## src/rtl/param_instruction_queue_pkg.sv

```systemverilog
// Shared field widths and the decoded-instruction record carried through the queue.
// Address is held at its maximum width; the queue narrows it to ADDR_W at the ports.
package iq_pkg;
  localparam int OPC_W      = 4;
  localparam int REG_W      = 5;
  localparam int SCALE_W    = 2;
  localparam int ADDR_MAX_W = 64;

  typedef struct packed {
    logic [OPC_W-1:0]      MajorOpcode;
    logic [REG_W-1:0]      Source1;
    logic [REG_W-1:0]      Source2;
    logic [SCALE_W-1:0]    OffsetScale;
    logic [REG_W-1:0]      Destination;
    logic [OPC_W-1:0]      MinorOpcode;
    logic                  HasAddress;
    logic [ADDR_MAX_W-1:0] Address;
    logic                  OffsetSub;
  } instr_t;

  localparam instr_t INSTR_ZERO = '0;
endpackage

```

## src/rtl/param_instruction_queue_if.sv

```systemverilog
// Decode-side and issue-side signals of the instruction queue; slave is the queue, master drives it.
// Latency 1 cycle (0 with bypass); upstream holds while stall_out, head holds while stall_in.
interface param_instruction_queue_if import iq_pkg::*; #(
  parameter int DEPTH  = 8,
  parameter int ADDR_W = 48
);
  localparam int CNT_W = $clog2(DEPTH + 1);

  logic               valid_in;
  logic [OPC_W-1:0]   MajorOpcode_in;
  logic [REG_W-1:0]   Source1_in;
  logic [REG_W-1:0]   Source2_in;
  logic [SCALE_W-1:0] OffsetScale_in;
  logic [REG_W-1:0]   Destination_in;
  logic [OPC_W-1:0]   MinorOpcode_in;
  logic               HasAddress_in;
  logic [ADDR_W-1:0]  Address_in;
  logic               OffsetSub_in;
  logic               stall_in;
  logic               flush;

  logic               stall_out;
  logic               valid_out;
  logic [OPC_W-1:0]   MajorOpcode_out;
  logic [REG_W-1:0]   Source1_out;
  logic [REG_W-1:0]   Source2_out;
  logic [SCALE_W-1:0] OffsetScale_out;
  logic [REG_W-1:0]   Destination_out;
  logic [OPC_W-1:0]   MinorOpcode_out;
  logic               HasAddress_out;
  logic [ADDR_W-1:0]  Address_out;
  logic               OffsetSub_out;
  logic [CNT_W-1:0]   count;
  logic               almost_full;

  modport slave (
    input  valid_in, MajorOpcode_in, Source1_in, Source2_in, OffsetScale_in,
           Destination_in, MinorOpcode_in, HasAddress_in, Address_in, OffsetSub_in,
           stall_in, flush,
    output stall_out, valid_out, MajorOpcode_out, Source1_out, Source2_out,
           OffsetScale_out, Destination_out, MinorOpcode_out, HasAddress_out,
           Address_out, OffsetSub_out, count, almost_full
  );

  modport master (
    output valid_in, MajorOpcode_in, Source1_in, Source2_in, OffsetScale_in,
           Destination_in, MinorOpcode_in, HasAddress_in, Address_in, OffsetSub_in,
           stall_in, flush,
    input  stall_out, valid_out, MajorOpcode_out, Source1_out, Source2_out,
           OffsetScale_out, Destination_out, MinorOpcode_out, HasAddress_out,
           Address_out, OffsetSub_out, count, almost_full
  );
endinterface

```

## src/rtl/param_instruction_queue_ptr_ctrl.sv

```systemverilog
// Read/write pointers, occupancy count and full/empty/almost-full decode for the queue.
// Callers must only assert push when not full and pop when not empty; flush wins over both.
module iq_ptr_ctrl #(
  parameter int DEPTH        = 8,
  parameter int AFULL_THRESH = DEPTH - 2
) (
  input  logic                         clk,
  input  logic                         reset,
  input  logic                         push,
  input  logic                         pop,
  input  logic                         flush,
  output logic [$clog2(DEPTH)-1:0]     wr_ptr,
  output logic [$clog2(DEPTH)-1:0]     rd_ptr,
  output logic [$clog2(DEPTH+1)-1:0]   count,
  output logic                         full,
  output logic                         empty,
  output logic                         almost_full
);
  localparam int CNT_W = $clog2(DEPTH + 1);

  always_ff @(posedge clk or posedge reset) begin
    if (reset) begin
      wr_ptr <= '0;
      rd_ptr <= '0;
      count  <= '0;
    end else if (flush) begin
      wr_ptr <= '0;
      rd_ptr <= '0;
      count  <= '0;
    end else begin
      // DEPTH is a power of two, so plain increment wraps correctly.
      if (push) wr_ptr <= wr_ptr + 1'b1;
      if (pop)  rd_ptr <= rd_ptr + 1'b1;
      case ({push, pop})
        2'b10:   count <= count + 1'b1;
        2'b01:   count <= count - 1'b1;
        default: count <= count;
      endcase
    end
  end

  assign full        = (count == CNT_W'(DEPTH));
  assign empty       = (count == '0);
  assign almost_full = (count >= CNT_W'(AFULL_THRESH));
endmodule

```

## src/rtl/param_instruction_queue.sv

```systemverilog
// In-order decode-to-issue instruction queue, 1-cycle enqueue latency; stall_out when full.
// Define IQ_BYPASS_EN to present an arriving instruction combinationally when the queue is empty.
module param_instruction_queue import iq_pkg::*; #(
  parameter int DEPTH        = 8,
  parameter int ADDR_W       = 48,
  parameter int AFULL_THRESH = DEPTH - 2
) (
  input  logic                    clk,
  input  logic                    reset,
  param_instruction_queue_if.slave q
);
  localparam int PTR_W = $clog2(DEPTH);
  localparam int CNT_W = $clog2(DEPTH + 1);

  logic [PTR_W-1:0] wr_ptr;
  logic [PTR_W-1:0] rd_ptr;
  logic [CNT_W-1:0] count;
  logic             full;
  logic             empty;
  logic             almost_full;
  logic             push;
  logic             pop;
  instr_t           in_rec;
  instr_t           head_rec;
  instr_t           mem [DEPTH];

  assign in_rec = '{
    MajorOpcode: q.MajorOpcode_in,
    Source1:     q.Source1_in,
    Source2:     q.Source2_in,
    OffsetScale: q.OffsetScale_in,
    Destination: q.Destination_in,
    MinorOpcode: q.MinorOpcode_in,
    HasAddress:  q.HasAddress_in,
    Address:     ADDR_MAX_W'(q.Address_in),
    OffsetSub:   q.OffsetSub_in
  };

`ifdef IQ_BYPASS_EN
  logic bypass;
  logic bypass_take;

  // An arrival into an empty queue is shown at the head straight away; it
  // only lands in storage if issue stalls it.
  assign bypass      = empty && q.valid_in && !q.flush;
  assign bypass_take = bypass && !q.stall_in;
  assign push        = q.valid_in && !full && !bypass_take;
  assign head_rec    = bypass ? in_rec : (empty ? INSTR_ZERO : mem[rd_ptr]);
  assign q.valid_out = !empty || bypass;
`else
  assign push        = q.valid_in && !full;
  assign head_rec    = empty ? INSTR_ZERO : mem[rd_ptr];
  assign q.valid_out = !empty;
`endif

  assign pop = !empty && !q.stall_in;

  always_ff @(posedge clk) begin
    if (push && !q.flush) mem[wr_ptr] <= in_rec;
  end

  iq_ptr_ctrl #(
    .DEPTH        (DEPTH),
    .AFULL_THRESH (AFULL_THRESH)
  ) u_ptr_ctrl (
    .clk         (clk),
    .reset       (reset),
    .push        (push),
    .pop         (pop),
    .flush       (q.flush),
    .wr_ptr      (wr_ptr),
    .rd_ptr      (rd_ptr),
    .count       (count),
    .full        (full),
    .empty       (empty),
    .almost_full (almost_full)
  );

  assign q.stall_out       = full;
  assign q.count           = count;
  assign q.almost_full     = almost_full;
  assign q.MajorOpcode_out = head_rec.MajorOpcode;
  assign q.Source1_out     = head_rec.Source1;
  assign q.Source2_out     = head_rec.Source2;
  assign q.OffsetScale_out = head_rec.OffsetScale;
  assign q.Destination_out = head_rec.Destination;
  assign q.MinorOpcode_out = head_rec.MinorOpcode;
  assign q.HasAddress_out  = head_rec.HasAddress;
  assign q.Address_out     = ADDR_W'(head_rec.Address);
  assign q.OffsetSub_out   = head_rec.OffsetSub;
endmodule

```

## src/flat_wrapper.sv

```systemverilog
// flat-port wrapper written by rule: the top's interface ports become plain ports
module param_instruction_queue_flat import iq_pkg::*;
#(
  parameter int DEPTH        = 8,
  parameter int ADDR_W       = 48,
  parameter int AFULL_THRESH = DEPTH - 2
)
  (clk, reset, q_valid_in, q_MajorOpcode_in, q_Source1_in, q_Source2_in, q_OffsetScale_in, q_Destination_in, q_MinorOpcode_in, q_HasAddress_in, q_Address_in, q_OffsetSub_in, q_stall_in, q_flush, q_stall_out, q_valid_out, q_MajorOpcode_out, q_Source1_out, q_Source2_out, q_OffsetScale_out, q_Destination_out, q_MinorOpcode_out, q_HasAddress_out, q_Address_out, q_OffsetSub_out, q_count, q_almost_full);
  param_instruction_queue_if #(.DEPTH(DEPTH), .ADDR_W(ADDR_W)) q_i ();
  input  logic clk;
  input  logic reset;
  input wire logic [$bits(q_i.valid_in)-1:0] q_valid_in;
  input wire logic [$bits(q_i.MajorOpcode_in)-1:0] q_MajorOpcode_in;
  input wire logic [$bits(q_i.Source1_in)-1:0] q_Source1_in;
  input wire logic [$bits(q_i.Source2_in)-1:0] q_Source2_in;
  input wire logic [$bits(q_i.OffsetScale_in)-1:0] q_OffsetScale_in;
  input wire logic [$bits(q_i.Destination_in)-1:0] q_Destination_in;
  input wire logic [$bits(q_i.MinorOpcode_in)-1:0] q_MinorOpcode_in;
  input wire logic [$bits(q_i.HasAddress_in)-1:0] q_HasAddress_in;
  input wire logic [$bits(q_i.Address_in)-1:0] q_Address_in;
  input wire logic [$bits(q_i.OffsetSub_in)-1:0] q_OffsetSub_in;
  input wire logic [$bits(q_i.stall_in)-1:0] q_stall_in;
  input wire logic [$bits(q_i.flush)-1:0] q_flush;
  output wire logic [$bits(q_i.stall_out)-1:0] q_stall_out;
  output wire logic [$bits(q_i.valid_out)-1:0] q_valid_out;
  output wire logic [$bits(q_i.MajorOpcode_out)-1:0] q_MajorOpcode_out;
  output wire logic [$bits(q_i.Source1_out)-1:0] q_Source1_out;
  output wire logic [$bits(q_i.Source2_out)-1:0] q_Source2_out;
  output wire logic [$bits(q_i.OffsetScale_out)-1:0] q_OffsetScale_out;
  output wire logic [$bits(q_i.Destination_out)-1:0] q_Destination_out;
  output wire logic [$bits(q_i.MinorOpcode_out)-1:0] q_MinorOpcode_out;
  output wire logic [$bits(q_i.HasAddress_out)-1:0] q_HasAddress_out;
  output wire logic [$bits(q_i.Address_out)-1:0] q_Address_out;
  output wire logic [$bits(q_i.OffsetSub_out)-1:0] q_OffsetSub_out;
  output wire logic [$bits(q_i.count)-1:0] q_count;
  output wire logic [$bits(q_i.almost_full)-1:0] q_almost_full;
  assign q_i.valid_in = q_valid_in;
  assign q_i.MajorOpcode_in = q_MajorOpcode_in;
  assign q_i.Source1_in = q_Source1_in;
  assign q_i.Source2_in = q_Source2_in;
  assign q_i.OffsetScale_in = q_OffsetScale_in;
  assign q_i.Destination_in = q_Destination_in;
  assign q_i.MinorOpcode_in = q_MinorOpcode_in;
  assign q_i.HasAddress_in = q_HasAddress_in;
  assign q_i.Address_in = q_Address_in;
  assign q_i.OffsetSub_in = q_OffsetSub_in;
  assign q_i.stall_in = q_stall_in;
  assign q_i.flush = q_flush;
  assign q_stall_out = q_i.stall_out;
  assign q_valid_out = q_i.valid_out;
  assign q_MajorOpcode_out = q_i.MajorOpcode_out;
  assign q_Source1_out = q_i.Source1_out;
  assign q_Source2_out = q_i.Source2_out;
  assign q_OffsetScale_out = q_i.OffsetScale_out;
  assign q_Destination_out = q_i.Destination_out;
  assign q_MinorOpcode_out = q_i.MinorOpcode_out;
  assign q_HasAddress_out = q_i.HasAddress_out;
  assign q_Address_out = q_i.Address_out;
  assign q_OffsetSub_out = q_i.OffsetSub_out;
  assign q_count = q_i.count;
  assign q_almost_full = q_i.almost_full;
  param_instruction_queue #(.DEPTH(DEPTH), .ADDR_W(ADDR_W), .AFULL_THRESH(AFULL_THRESH)) u_core (.clk(clk), .reset(reset), .q(q_i));
endmodule
```

## config.mk

```make
export PLATFORM = sky130hd
export DESIGN_NAME = param_instruction_queue_flat
export DESIGN_NICKNAME = d
export VERILOG_FILES = /design/src/rtl/param_instruction_queue_pkg.sv /design/src/rtl/param_instruction_queue_if.sv /design/src/rtl/param_instruction_queue_ptr_ctrl.sv /design/src/rtl/param_instruction_queue.sv /design/src/flat_wrapper.sv
export SDC_FILE = /design/constraint.sdc
export NUM_CORES = 1
export LEC_CHECK = 0
export BUFFER_PORTS_ARGS = -buffer_cell sky130_fd_sc_hd__buf_2
export CELL_PAD_IN_SITES_DETAIL_PLACEMENT = 0
export CELL_PAD_IN_SITES_GLOBAL_PLACEMENT = 1
export CORE_UTILIZATION = 57
export DETAILED_ROUTE_END_ITERATION = 10
export PLACE_DENSITY_LB_ADDON = 0.1
export SYNTH_ARGS = -nofsm -noshare
export SYNTH_HDL_FRONTEND = slang
export SYNTH_SLANG_ARGS = --single-unit
```

## constraint.sdc

```tcl
create_clock -name clk -period 19.5 [get_ports clk]
set_input_delay 2.925 -clock clk [delete_from_list [all_inputs] [get_ports clk]]
set_output_delay 2.925 -clock clk [all_outputs]
set_load 0.02 [all_outputs]
```

Word-level counts from Yosys, hierarchy flattened:

Memories as Yosys holds them, arrays and structs flattened.
Cells that the tools add are included.

* latch bits: 0
* memory bits (writable): 600
* logic and storage cells: 32
* memories kept: 1
* output and inout port bits: 82
* bits in read-only memories: 0
* input bits: 80
* register bits: 10

Memories
* u_core.mem: depth 8, width 75, rd ports 1, clocked after Yosys merged registers in 0, write ports 1, RTL line param_instruction_queue.sv:25 `instr_t mem [DEPTH];`

* multiply operators: 0
* shift-type cells: 0
* multiplexer cells: 9
* equal/unequal tests: 3
* $lt $le $gt $ge: 1
* add/sub/neg operators: 4
* reduce and logical (&&, ||, !) cells: 11
* divide/modulo/power cells: 0
* bitwise gates (word level): 0

Operator list (number)
* $mux 91: 1
* $mux 3: 4
* $pmux 4 s2: 1
* $add 3x1->3 const B: 2
* $add 4x1->4 const B: 1
* $eq 4x4->1 const B: 1
* $ge 4x3->1 const B: 1
* $logic_not 1->1: 4
* $logic_not 4->1: 1
* $mux 4: 1
* $reduce_bool 2->1: 2
* $sub 4x1->4 const B: 1
* $logic_and 1x1->1: 3
* $reduce_bool 3->1: 1
* $eq 2x1->1 const B: 1
* $eq 2x2->1 const B: 1
* $mux 1: 2

Longest topological paths before layout:

* depth after elaboration: 6
* gate-level depth with buffers: 9
* depth with buffers taken out: 8

Hierarchy:

From an unflattened synthesis, not the netlist that was laid out.

* cell total of the unflattened synthesis: 1032
* area, all modules: 23428.7 um2

Modules (own cells, without submodules)
* param_instruction_queue: cells each 969, instances 1, area each 22811.9 um2, seq. area each 18017.3 um2
* iq_ptr_ctrl: cells each 63, instances 1, area each 616.8 um2, seq. area each 250.2 um2

Worst setup path before layout:

OpenSTA, ideal clock, no wires.

* kind: in2reg
* from: in q_valid_in
* to: mem u_core.mem[0][0] (netlist name), enable pin
* data required time: 18900 ps
* path slack: 10266 ps
* path buffers: 1
* setup time: 600 ps
* data arrival time: 8634 ps
* stages: 4
* cell sequence: buf_2 -> nand2_2 -> or3_1 -> nor3_1

* word-level cells in the longest chain between the ends: 4

RTL lines
* start, declared: RTL line flat_wrapper.sv:12 `input wire logic [$bits(q_i.valid_in)-1:0] q_valid_in;`
* $logic_and 1x1->1: RTL line param_instruction_queue.sv:51 `assign push = q.valid_in && !full;`
* $logic_and 1x1->1: RTL line param_instruction_queue.sv:59 `if (push && !q.flush) mem[wr_ptr] <= in_rec;`
* $mux 1: RTL line param_instruction_queue.sv:59
* $mux 1 (not written as such): RTL line param_instruction_queue.sv:59
* end, declared: RTL line param_instruction_queue.sv:25

Every way passes these cells.

Final worst setup path:

* from: reg u_core.u_ptr_ctrl.rd_ptr[0]
* to: out q_Address_out[7]

* word-level cells in the longest chain between the ends: 2

RTL lines
* start, declared: RTL line param_instruction_queue_ptr_ctrl.sv:13 `output logic [$clog2(DEPTH)-1:0] rd_ptr,`
* start signal, assigned: RTL line param_instruction_queue_ptr_ctrl.sv:33 `if (pop) rd_ptr <= rd_ptr + 1'b1;`
* $mem_v2 8x75
* $mux 91: RTL line param_instruction_queue.sv:52 `assign head_rec = empty ? INSTR_ZERO : mem[rd_ptr];`
* end, declared: RTL line flat_wrapper.sv:33 `output wire logic [$bits(q_i.Address_out)-1:0] q_Address_out;`

Every way passes these cells.

==> reports/metrics.yaml <==
placement:
  hpwl_um: 23800
  gp_congestion: 0.704
  portBuffers: 161
  dpl_cell_area_sq_mm: 0.0249
yosys:
  synth-seq-area-share_pct: 77.7
  synth_warnings: 0
  synthFlopType: "edfxtp_1"
  syn_nets: 1125
  syn_inst: 1041
  ys_ff_latch: 610
  synthArstFlopShare_pct: 1.64
  yosysUniqueCellTypes: 41
  netlist_area_sq_mm: 0.0235
  avgSynthCellArea_sq_um: 22.6
  synth-edff-count: 600
  synth_top_area_cell: "edfxtp_1"
  netlist.area_leader.share_pct: 76.6
  synthTopCellsByArea: "edfxtp_1 (77%), mux4_2 (14%), mux2i_1 (3.2%), nor2_1 (1.4%), dfrtp_1 (1.1%)"
job:
  drv_cap: 0
floorplanning:
  fp.dieW_um: 205
  core_area_sq_mm: 0.0407
  fp-row-count: 74
  die_area_sq_mm: 0.0421
  start_util_pct: 57.7
  ioPinCount: 162
  die_y_um: 205
timing:
  drv_slew: 0
  period_minus_slack_ns: 6.89
  max_clock_freq_ghz: 0.145
  fin_worst_skew_ns: 0.0106
  finalHoldViolCount: 0
  worst_pin_slew_ns: 1.21
  rsz0062_at_grt: "no"
  setup_tns_ns: 0
  max-slew-margin-rel_pct: 18.8
  holdWs_ns: 0.613
  min_period_over_period_pct: 35.3
  setup_viol: 0
routing:
  vias: 10800
  first_iter_violations: 756
  detail_route.wl_per_cell_um: 24.9
  drt_first_pass_iters: 5
  ant_nets: 0
  finalWirelength_um: 44900
  drc: 0
  viasPerCell: 5.96
power:
  p_total_mw: 3.11
  power.density_mw_per_mm2: 116
  power.leakage_nw: 8.53
  peakVddDrop_v: 0.0000784
clock_network:
  cts_sinks: 610
  cts-root-buf: "clkbuf_16"
  clockBufferDepth: 3
  clk_latency_ns: 0.60
  cts_resized: 0
  postCtsSetupBuffers: 0
  cts_buffers: 60
  path_clk_slew_ns: 0.06
  ctsHtreeMaxLevel: 2
  hold_buffers: 0
  cts_tree: "done"
worst_setup_path:
  crit_path_max_fanout: 47
  worstPathRequired_ns: 16.57
  critPathKind: "flop to output pin"
  critPathMostFrequentCell: "buf_4"
  setup.worst_path.end_class: "output pin"
  worst-path-buf-inv: 3
  path_cells: "buf_4, buf_4, mux4_2, mux2i_1, nor2_1, buf_2"
  critical-path-max-stage-delay_ns: 0.78
  start_kind: "flop"
  cp.arrival_ns: 3.96
  cp_top_family: "buffers and inverters"
  cpMaxStageDelayCell: "buf_4"
grt:
  grt_pass1_vias: 11100
  grt_pass1_wl_um: 67600
  grt_usage_pct: 22.2
  grt_start_max_net_pins: 66
  grt-ovfl-total: 0
  antenna_found_initial: 8
status:
  outcome: "complete, no violations"
final_layout:
  final_cell_area_sq_mm: 0.0267
  drive_gt1_share_pct: 33.9
  seq_area_sq_mm: 0.0183
  multi_input_area_sq_mm: 0.00496
  syn_to_final_growth_pct: 13.5
  fillCellCount: 2714
  nNetsFinal: 1313
hold_path:
  hold_path_class: "flop to flop"
==> cell usage after synthesis (all sizes together), types with 2 or more instances <==
cell / count
xor2: 3
mux4: 150
nor3: 4
a21oi: 6
edfxtp: 600
or3: 2
xnor2: 2
dfrtp: 10
nor3b: 2
nand4bb: 2
nor2: 88
nand2b: 4
clkbuf: 17
nand3: 2
and2: 2
mux2i: 76
nand2: 10
buf: 39
o21ai: 4
ha: 4
inv: 3
==> power by group <==
part	leakage [nW]	switching, mW	internal, mW	total, mW
Combinational	2.08	0.316	0.229	0.546
Sequential	5.55	0.0221	1.47	1.49
Clock	0.894	0.454	0.617	1.07
Total	8.53	0.792	2.32	3.11
==> placed cells by master (no fill, tap or decap), types with 4 or more instances in the layout <==
master and n:
clkbuf_1 8, buf_2 161, nand2_1 9, nor2_1 82, nor2_4 6, ha_1 4, clkinv_1 16, nand2b_1 4
clkbuf_16 61, bufinv_16 4, edfxtp_1 600, mux2i_1 76, clkinv_2 10, buf_4 21, a21oi_1 6, dfrtp_1 7
mux4_2 150
==> per-stage QoR <==
step                worst slack (ns)  util (%)  cells
finish                         12.61      65.5   1803
detailed placement             13.09      61.1   1699
global route                   12.25      65.5   1802
CTS                            12.43      65.5   1801
global placement               13.10      61.1   1699
floorplan                      10.27         -   1041
==> routing by layer <==
layer | routed length (um) | global-route usage, % | part of all wire (%)
met3 | 2480 | 4.36 | 5.5
met1 | 19500 | 31.8 | 44
met4 | 974 | 6.88 | 2.2
met2 | 21800 | 35.1 | 49
met5 | 77 | 0 | 0.17
==> cell families (layout without fill, tap and decap cells) <==
family,count (synthesis),after routing,synth area share [%]
AO/OA/AOI/OAI,16,16,0.463
adder cells (fa/ha/maj),4,4,0.213
buffers and inverters,59,287,1.46
multiplexers,226,226,17.6
flip-flops,610,610,77.7
AND/OR/NAND/NOR,121,121,2.37
XOR/XNOR,5,5,0.218
other,0,2,0
==> flip-flops by register name, indices dropped and copies added (netlist names) <==
| name | flops |
|---|---|
| u_core.u_ptr_ctrl.wr_ptr | 3 |
| u_core.u_ptr_ctrl.count | 4 |
| u_core.mem | 600 |
| u_core.u_ptr_ctrl.rd_ptr | 3 |
==> layout make-up <==
class,count,share of cell area [%]
Timing Repair Buffer,182,3.61
Antenna cell,2,0.0187
Multi-Input combinational cell,372,18.6
Inverter,3,0.0422
Tap cell,532,2.49
Sequential cell,610,68.5
Clock inverter,33,0.961
Clock buffer,69,5.83
==> path summary, 6_finish.rpt <==
path	cells after the start	endpoint	slack (ns)	startpoint
max in group asynchronous	2	u_core.u_ptr_ctrl.rd_ptr[2]$_DFFE_PP0P_	16.88	reset
min reg2reg	2	u_core.u_ptr_ctrl.wr_ptr[0]$_DFFE_PP0P_	0.61	u_core.u_ptr_ctrl.wr_ptr[0]$_DFFE_PP0P_
max	6	q_Address_out[7]	12.61	u_core.u_ptr_ctrl.rd_ptr[0]$_DFFE_PP0P_
min	2	u_core.u_ptr_ctrl.wr_ptr[0]$_DFFE_PP0P_	0.61	u_core.u_ptr_ctrl.wr_ptr[0]$_DFFE_PP0P_
min in group asynchronous	2	u_core.u_ptr_ctrl.count[3]$_DFFE_PP0P_	2.30	reset
max reg2reg	9	u_core.u_ptr_ctrl.count[3]$_DFFE_PP0P_	15.29	u_core.u_ptr_ctrl.count[1]$_DFFE_PP0P_
==> worst min-delay path, cell delays in order, from the launching register on <==
cell and delay, ns:
dfrtp_1 0.41, xor2_1 0.09, nor2_1 0.08
Note: power is estimated with default switching activity, not from simulation.
